==> src/rtl/desired_drive_pkg.sv <==
// Shared types and widths for the sequential desired-drive datapath.
package desired_drive_pkg;

  localparam int TORQUE_W   = 12;
  localparam int INCL_LIM_W = 9;
  localparam int CAD_F_W    = 6;
  localparam int PROD_W     = 29;

  localparam logic [TORQUE_W-1:0] TORQUE_MIN_DEF = 12'h380;

  typedef enum logic [2:0] {
    IDLE,
    MUL1,
    MUL2,
    MUL3,
    SAT
  } dd_state_e;

endpackage

==> src/rtl/desired_drive_seq_if.sv <==
// Start/busy/done handshake and operand/result bus of the desired-drive engine.
interface desired_drive_seq_if;
  logic        start;
  logic [11:0] avg_torque;
  logic [4:0]  cadence_vec;
  logic [12:0] incline;
  logic [1:0]  setting;
  logic        busy;
  logic        done;
  logic [11:0] target_curr;

  modport master (
    output start, avg_torque, cadence_vec, incline, setting,
    input  busy, done, target_curr
  );

  modport slave (
    input  start, avg_torque, cadence_vec, incline, setting,
    output busy, done, target_curr
  );
endinterface

==> src/rtl/dd_shared_mult.sv <==
// Shared unsigned 27x9 multiplier; the product is kept to the 29 bits the datapath needs.
module dd_shared_mult (
  input  logic [26:0] i_a,
  input  logic [8:0]  i_b,
  output logic [28:0] o_p
);
  assign o_p = 29'(i_a) * 29'(i_b);
endmodule

==> src/rtl/desired_drive_seq.sv <==
// Desired-drive target current, one shared multiplier stepped over MUL1..MUL3.
// Optional DESIRED_DRIVE_ZERO_SKIP_EN shortcuts zero-operand requests to a 2-cycle result.
module desired_drive_seq
  import desired_drive_pkg::*;
#(
  parameter logic [TORQUE_W-1:0] TORQUE_MIN = TORQUE_MIN_DEF
) (
  input  logic              clk,
  input  logic              rst_n,
  desired_drive_seq_if.slave dd
);

  dd_state_e               r_state, w_next;
  logic [TORQUE_W-1:0]     r_torque, r_tc;
  logic [INCL_LIM_W-1:0]   r_incl;
  logic [CAD_F_W-1:0]      r_cad;
  logic [1:0]              r_set;
  logic [PROD_W-1:0]       r_prod, w_prod;
  logic                    r_done;
  logic [26:0]             w_mul_a;
  logic [8:0]              w_mul_b;
  logic [TORQUE_W-1:0]     w_torque_pos;
  logic [INCL_LIM_W-1:0]   w_incl_lim;
  logic [CAD_F_W-1:0]      w_cad_f;
  logic signed [13:0]      w_incl_ofs;

  // Saturating to [-512,511] before the +256 offset is subsumed by the final [0,511] clamp.
  assign w_torque_pos = (dd.avg_torque < TORQUE_MIN) ? '0 : dd.avg_torque - TORQUE_MIN;
  assign w_incl_ofs   = $signed({dd.incline[12], dd.incline}) + 14'sd256;
  assign w_incl_lim   = w_incl_ofs[13] ? '0 :
                        (w_incl_ofs > 14'sd511) ? 9'h1FF : w_incl_ofs[8:0];
  assign w_cad_f      = (dd.cadence_vec > 5'd1) ? ({1'b0, dd.cadence_vec} + 6'd32) : '0;

`ifdef DESIRED_DRIVE_ZERO_SKIP_EN
  logic r_skip;
  logic w_zero;
  assign w_zero = (w_torque_pos == '0) | (w_incl_lim == '0) |
                  (w_cad_f == '0) | (dd.setting == 2'd0);
`endif

  always_comb begin
    w_mul_a = '0;
    w_mul_b = '0;
    case (r_state)
      MUL1: begin
        w_mul_a = {15'd0, r_torque};
        w_mul_b = r_incl;
      end
      MUL2: begin
        w_mul_a = r_prod[26:0];
        w_mul_b = {3'd0, r_cad};
      end
      MUL3: begin
        w_mul_a = r_prod[26:0];
        w_mul_b = {7'd0, r_set};
      end
      default: ;
    endcase
  end

  dd_shared_mult u_mult (
    .i_a (w_mul_a),
    .i_b (w_mul_b),
    .o_p (w_prod)
  );

  always_comb begin
    w_next = r_state;
    case (r_state)
      IDLE: if (dd.start) begin
`ifdef DESIRED_DRIVE_ZERO_SKIP_EN
        // Zero requests pass through MUL3 with the product cleared, giving the 2-cycle result.
        w_next = w_zero ? MUL3 : MUL1;
`else
        w_next = MUL1;
`endif
      end
      MUL1:    w_next = MUL2;
      MUL2:    w_next = MUL3;
      MUL3:    w_next = SAT;
      SAT:     w_next = IDLE;
      default: w_next = IDLE;
    endcase
  end

  always_ff @(posedge clk) begin
    if (!rst_n) begin
      r_state  <= IDLE;
      r_torque <= '0;
      r_incl   <= '0;
      r_cad    <= '0;
      r_set    <= '0;
      r_prod   <= '0;
      r_tc     <= '0;
      r_done   <= 1'b0;
`ifdef DESIRED_DRIVE_ZERO_SKIP_EN
      r_skip   <= 1'b0;
`endif
    end else begin
      r_state <= w_next;
      r_done  <= 1'b0;
      case (r_state)
        IDLE: if (dd.start) begin
          r_torque <= w_torque_pos;
          r_incl   <= w_incl_lim;
          r_cad    <= w_cad_f;
          r_set    <= dd.setting;
`ifdef DESIRED_DRIVE_ZERO_SKIP_EN
          r_skip   <= w_zero;
          if (w_zero) r_prod <= '0;
`endif
        end
        MUL1: r_prod <= w_prod;
        MUL2: r_prod <= w_prod;
`ifdef DESIRED_DRIVE_ZERO_SKIP_EN
        MUL3: r_prod <= r_skip ? '0 : w_prod;
`else
        MUL3: r_prod <= w_prod;
`endif
        SAT: begin
          r_tc   <= (|r_prod[28:26]) ? 12'hFFF : r_prod[25:14];
          r_done <= 1'b1;
        end
        default: ;
      endcase
    end
  end

  assign dd.busy        = (r_state != IDLE);
  assign dd.done        = r_done;
  assign dd.target_curr = r_tc;

endmodule

==> src/flat_wrapper.sv <==
// flat-port wrapper written by rule: the top's interface ports become plain ports
module desired_drive_seq_flat import desired_drive_pkg::*;
#(
  parameter logic [TORQUE_W-1:0] TORQUE_MIN = TORQUE_MIN_DEF
)
  (clk, rst_n, dd_start, dd_avg_torque, dd_cadence_vec, dd_incline, dd_setting, dd_busy, dd_done, dd_target_curr);
  desired_drive_seq_if dd_i ();
  input  logic clk;
  input  logic rst_n;
  input wire logic [$bits(dd_i.start)-1:0] dd_start;
  input wire logic [$bits(dd_i.avg_torque)-1:0] dd_avg_torque;
  input wire logic [$bits(dd_i.cadence_vec)-1:0] dd_cadence_vec;
  input wire logic [$bits(dd_i.incline)-1:0] dd_incline;
  input wire logic [$bits(dd_i.setting)-1:0] dd_setting;
  output wire logic [$bits(dd_i.busy)-1:0] dd_busy;
  output wire logic [$bits(dd_i.done)-1:0] dd_done;
  output wire logic [$bits(dd_i.target_curr)-1:0] dd_target_curr;
  assign dd_i.start = dd_start;
  assign dd_i.avg_torque = dd_avg_torque;
  assign dd_i.cadence_vec = dd_cadence_vec;
  assign dd_i.incline = dd_incline;
  assign dd_i.setting = dd_setting;
  assign dd_busy = dd_i.busy;
  assign dd_done = dd_i.done;
  assign dd_target_curr = dd_i.target_curr;
  desired_drive_seq #(.TORQUE_MIN(TORQUE_MIN)) u_core (.clk(clk), .rst_n(rst_n), .dd(dd_i));
endmodule
==> config.mk <==
export PLATFORM = sky130hd
export DESIGN_NAME = desired_drive_seq_flat
export DESIGN_NICKNAME = d
export VERILOG_FILES = /design/src/rtl/desired_drive_pkg.sv /design/src/rtl/desired_drive_seq_if.sv /design/src/rtl/dd_shared_mult.sv /design/src/rtl/desired_drive_seq.sv /design/src/flat_wrapper.sv
export SDC_FILE = /design/constraint.sdc
export NUM_CORES = 1
export LEC_CHECK = 0
export BUFFER_PORTS_ARGS = -buffer_cell sky130_fd_sc_hd__buf_4
export CAP_MARGIN = 20
export CELL_PAD_IN_SITES_DETAIL_PLACEMENT = 0
export CELL_PAD_IN_SITES_GLOBAL_PLACEMENT = 1
export CORE_ASPECT_RATIO = 0.7
export CORE_MARGIN = 2
export CORE_UTILIZATION = 35
export DETAILED_ROUTE_END_ITERATION = 7
export GPL_TIMING_DRIVEN = 0
export PLACE_DENSITY = 0.72
export SYNTH_ARGS = -nofsm -noshare
export SYNTH_HDL_FRONTEND = slang
export SYNTH_SLANG_ARGS = --single-unit
export TNS_END_PERCENT = 50
==> constraint.sdc <==
create_clock -name clk -period 6.72 [get_ports clk]
set_input_delay 0.672 -clock clk [delete_from_list [all_inputs] [get_ports clk]]
set_output_delay 0.672 -clock clk [all_outputs]
set_load 0.02 [all_outputs]
=== Word-level counts from Yosys, hierarchy flattened ===
Cells that the tools add are included.

* Register bits after elaboration: 74
* Word-level logic and storage cells: 36
* Output and inout bits: 14
* Input port bits: 35

* Add/sub/neg operators: 3
* Reductions and logical operators: 6
* Muxes and demuxes: 10
* $lt $le $gt $ge: 3
* Equal/unequal tests: 5
* Multipliers: 1

{| class="wikitable"
|+ Operators by type and width
! operator !! number
|-
| one-hot mux 27 bit (2 select lines) || 1
|-
| multiplier 27 x 9 -> 29 bit || 1
|-
| one-hot mux 9 bit (3 select lines) || 1
|-
| 2-to-1 mux 12 bit || 2
|-
| 2-to-1 mux 9 bit || 2
|-
| adder 13 x 10 -> 14 bit (second input constant) || 1
|-
| > comparator 14 x 10 -> 1 bit (second input constant) || 1
|-
| less-than comparator 12 x 10 -> 1 bit (second input constant) || 1
|-
| one-hot mux 3 bit (4 select lines) || 1
|-
| subtractor 12 x 10 -> 12 bit (second input constant) || 1
|-
| adder 5 x 6 -> 6 bit (second input constant) || 1
|-
| == test 3 x 2 -> 1 bit (second input constant) || 2
|-
| 2-to-1 mux 6 bit || 1
|-
| OR reduction 3 bit || 2
|-
| > comparator 5 x 1 -> 1 bit (second input constant) || 1
|-
| == test 3 x 1 -> 1 bit (second input constant) || 1
|-
| == test 3 bit (second input constant) || 1
|-
| zero test 3 bit || 1
|-
| 2-to-1 mux 3 bit || 1
|-
| nonzero test 3 bit || 1
|-
| inequality test 2 bit (second input constant) || 1
|-
| AND reduction 2 bit || 1
|-
| OR reduction 2 bit || 1
|-
| 2-to-1 mux 1 bit || 1
|}

=== Logic depth before layout (Yosys ltp) ===
* Depth after elaboration: 4
* Depth in mapped cells: 25

=== Cells and area by module ===
A second synthesis with hierarchy kept.

* Cells, all modules: 1,153
* Area, all modules: 9,823.2 sq um

{| class="wikitable"
|+ Modules (own cells, without submodules)
! module !! times used !! area each (sq um) !! cells an instance !! sequential area each (sq um)
|-
| dd_shared_mult || 1 || 6,541.3 || 777 || 0.0
|-
| desired_drive_seq || 1 || 3,281.9 || 376 || 1,481.4
|}

=== Least setup slack after synthesis ===
Ideal clock, no wire load.

* Kind: register -> register
* From: register u_core.r_state[1]
* To: register u_core.r_prod[26]
* Stages on the path, launching flop included: 22
* Arrival time: 5.622 ns
* Path buffers: 4
* Required time: 6.625 ns
* Library setup time: 0.095 ns
* Slack: 1.002 ns
* Period minus slack after synthesis: 5.718 ns
* Path through: dfxtp_1 buf_4 nor2b_1 clkbuf_1 clkbuf_1 clkbuf_1 nand3_1 fa_1 inv_1 fa_1 fa_1 inv_1 fa_1 inv_1 ha_1 nand2_1 o21ai_0 a221oi_2 o211ai_2 a41oi_2 or4_1 o311ai_1

* Word-level cells in the longest chain between the ends: 4

{| class="wikitable"
|+ Ends and longest elaborated chain
! item !! line !! RTL
|-
| start: declaration || desired_drive_seq.sv:13 || <nowiki>dd_state_e r_state, w_next;</nowiki>
|-
| start signal: assignment || desired_drive_seq.sv:100 || <nowiki>r_state <= w_next;</nowiki>
|-
| == test 3 x 2 -> 1 bit || desired_drive_seq.sv:44, desired_drive_seq.sv:102 ||
|-
| OR reduction 2 bit (no line) || - ||
|-
| one-hot mux 27 bit (2 select lines) || desired_drive_seq.sv:44 || <nowiki>case (r_state)</nowiki>
|-
| multiplier 27 x 9 -> 29 bit || dd_shared_mult.sv:7 || <nowiki>assign o_p = 29'(i_a) * 29'(i_b);</nowiki>
|-
| end signal: assignment || desired_drive_seq.sv:113 || <nowiki>MUL1: r_prod <= w_prod;</nowiki>
|-
| end signal: assignment || desired_drive_seq.sv:114 || <nowiki>MUL2: r_prod <= w_prod;</nowiki>
|-
| end signal: assignment || desired_drive_seq.sv:118 || <nowiki>MUL3: r_prod <= w_prod;</nowiki>
|-
| end: declaration || desired_drive_seq.sv:18 || <nowiki>logic [PROD_W-1:0] r_prod, w_prod;</nowiki>
|}

Several ways; a longest one is shown, not always the timed one.
A chain may end at the register's enable or synchronous reset.

=== Worst setup path after layout ===
* From: register u_core.r_state[2]
* To: register u_core.r_prod[26]

The elaborated chain is that of the path after synthesis.

==> flow_summary.yaml <==
run_status:
  outcome: "finished, final reports clean"
detailed_routing:
  detailedRoute.firstIterationViolations: 539
  drcViolationCount: 0
  wl_per_cell_um: 17.84
  final_antenna_net_count: 0
  met1_length_mm: 14.48
  totalWireLength_mm: 27.88
  routed-wl-met3_mm: 1.946
  highest_layer: "met4"
  dr.pass1.iters: 5
  wl_met2_mm: 11.18
  viasPerCell: 5.004
  vias: 7821
pwr:
  clkPwrFrac_pct: 34.2
  cellInternalPower_mw: 0.9092
  p_leak_nw: 4.865
  power_switching_mw: 0.4917
  switching_share_pct: 35.10
  power.total_mw: 1.401
  p_seq_share_pct: 35.8
  p_per_area_mw_per_mm2: 131.4
  max-vdd-ir-drop_mv: 0.1033
  p_comb_share_pct: 29.9
clocking:
  cts.sinks: 74
  cts-root-buf: "clkbuf_16"
  path_clk_slew_ps: 60
  clk-insertion-delay-late_ps: 350
  hold_buffers: 0
  htree_levels: 3
  numCtsBuffers: 9
  cts_tree: "yes"
  cts_buffer_depth: 2
logic_synthesis:
  syn_area_mm2: 0.009349
  synth_edf_count: 0
  synth_cells: 1111
  synth_warnings: 0
  synth.ff_latch_count: 74
  async_reset_ff_share_pct: 0
  dominantRegCellSynth: "dfxtp_1"
  synth-seq-area-share_pct: 15.85
  postSynthAreaPerCell_um2: 8.415
  yosysUniqueCellTypes: 60
layout:
  num_antenna_cells: 0
  final_cell_mix: "187 x inv_1, 157 x fa_1, 136 x nor2_1"
  fin_nets: 1427
  final_layout_size_suffix_gt1_share_pct: 10.18
  mostFrequentLayoutCell: "inv_1"
  areaGrowthSynthToFinish_pct: 14.01
grt:
  antenna_found_initial: 0
  first_global_vias: 7770
  grt_pass1_wl_mm: 44.88
  overflow: 0
  grt_usage_pct: 21.13
  grt_start_max_net_pins: 13
placed_design:
  io_buffer_count: 48
  dp_slack_ps: -420.0
  place_congestion: 0.8828
  hpwl_mm: 23.10
die:
  rows: 50
  ioPinCount: 49
  start_util_pct: 35.25
  dieArea_mm2: 0.02806
  coreArea_mm2: 0.02653
  die_y_um: 140.7
  die_w_um: 199.3
timing:
  finalSetupTns_ps: 0
  relSlewSlack_pct: 37.82
  worstMarginPinSlew_ps: 932.8
  slew_violations: 0
  hold_violations: 0
  fin_crit_sh_pct: 95.91
  clock.fmax_ghz: 0.1552
  period_needed_ps: 6445
  finalWorstSetupSlack_ps: 275.0
  setup_viol: 0
  fin_skew_ps: 9.975
critical_path:
  start_kind: "register"
  crit_start: "u_core.r_state[2]$_SDFFE_PN0P_"
  rr_worst_depth: 20
  cp.required_ps: 6920
  rrSetupSlack_ps: 280
  cp.arrival_ps: 6650
  worstSetupPathType: "reg2reg"
  reg2reg_from: "u_core.r_state[2]$_SDFFE_PN0P_"
  worstPathMaxFanout: 10
  crit_path_end_kind: "register"
  r2r-end: "u_core.r_prod[26]$_SDFFE_PN0P_"
min_path:
  hold_path_class: "reg2reg"
  hold_depth: 2
  holdCritStartpoint: "u_core.r_set[1]$_SDFFE_PN0P_"
  holdPathEnd: "u_core.r_set[1]$_SDFFE_PN0P_"
flow_run:
  cap_violations: 0
-- worst max path at each step --
stage                                                 to  cells past startpoint  slack, ps
after floorplan           u_core.r_prod[26]$_SDFFE_PN0P_                     21       1000
after global placement    u_core.r_prod[27]$_SDFFE_PN0P_                     23       -360
after detailed placement  u_core.r_prod[27]$_SDFFE_PN0P_                     23       -420
after CTS                 u_core.r_prod[26]$_SDFFE_PN0P_                     18        120
after global routing      u_core.r_prod[26]$_SDFFE_PN0P_                     22        -10
final                     u_core.r_prod[26]$_SDFFE_PN0P_                     20        280
-- power by group through the flow --
stage / Combinational (mW) / Clock, mW / Sequential (mW)
floorplan: 0.280 / 0 / 0.497
global placement: 0.396 / 0 / 0.510
detailed placement: 0.399 / 0 / 0.510
CTS: 0.404 / 0.486 / 0.501
global route: 0.467 / 0.502 / 0.506
finish: 0.419 / 0.480 / 0.502
-- registers in the layout (all words and copies together), names as in the netlist --
signal                 flops
u_core.r_prod             29
u_core.dd.target_curr     12
u_core.r_torque           12
u_core.r_incl              9
u_core.r_cad               6
u_core.r_state             3
u_core.r_set               2
u_core.dd.done             1
-- stage by stage --
step | hold slack, ps | std cells | cell area, um2 | util (%)
floorplan | 436.4 | 1136 | 9443 | -
global route | 490.2 | 1563 | 10660 | 40.18
CTS | 465.6 | 1564 | 10570 | 39.85
global placement | 452.2 | 1548 | 10260 | 38.67
detailed placement | 457.5 | 1548 | 10260 | 38.67
finish | 464.2 | 1563 | 10660 | 40.18
-- cells in the mapped netlist, types with 8 or more instances --
| cell type | n | area, um2 |
|---|---|---|
| o21ai_0 | 12 | 60.06 |
| a21boi_0 | 15 | 112.6 |
| fa_1 | 157 | 3143 |
| a21o_1 | 12 | 90.09 |
| nand3_1 | 48 | 240.2 |
| a22o_1 | 12 | 105.1 |
| nand3b_1 | 9 | 67.56 |
| nand2_1 | 130 | 488.0 |
| o221a_2 | 12 | 135.1 |
| nor2_1 | 138 | 518.0 |
| dfxtp_1 | 74 | 1481 |
| ha_1 | 41 | 513.0 |
| a21oi_1 | 46 | 230.2 |
| nor3_1 | 11 | 55.05 |
| a22oi_1 | 26 | 195.2 |
| inv_1 | 187 | 701.9 |
| nand4_1 | 8 | 50.05 |
| o211ai_1 | 9 | 67.56 |
| clkbuf_1 | 47 | 176.4 |
| xnor2_1 | 19 | 166.4 |
-- critical path, stage by stage, from the launching register on --
cell      delay [ps]
dfxtp_1          350
clkbuf_1         380
nor2b_2          140
clkbuf_2         260
a22oi_1          680
nor2_1           120
fa_1             500
fa_1             540
fa_1             560
inv_1             70
fa_1             540
inv_1             50
ha_1             240
or3_1            380
a21oi_1          180
a21oi_1          120
a221oi_2         400
o211ai_2         200
a41oi_4          320
or4_1            150
o311ai_1          90
-- cell families after synthesis --
group           Yosys count  synth area share (%)
compound gates          179                 14.00
xor+xnor                 27                 2.677
fa+ha+maj               198                 39.11
buf+inv                 243                 9.837
simple gates            386                 18.21
other cells               2               0.08033
flops                    74                 15.85
mux                       2                0.2409
-- repair_timing --
item,4_1_cts,5_1_grt
pin swaps,0,1
setup endpoints to repair,11,11
setup buffers,0,0
gates resized for setup,13,41
-- routing by layer --
metal	vias up	track usage (%)
met4	0	3.158
li1	3703	-
met2	237	29.23
met5	-	0
met3	24	3.469
met1	3857	34.48
-- final cells by class --
type,instances,area (um2)
fillers,2802,15870
multi-input cells,819,7127
clock inverters,5,55.05
plain buffers,54,241.5
clock buffers,11,232.7
flip-flops and latches,74,1481
inverters,188,705.7
well taps,364,455.4
repair buffers,48,360.3
(Power assumes the default switching activity.)
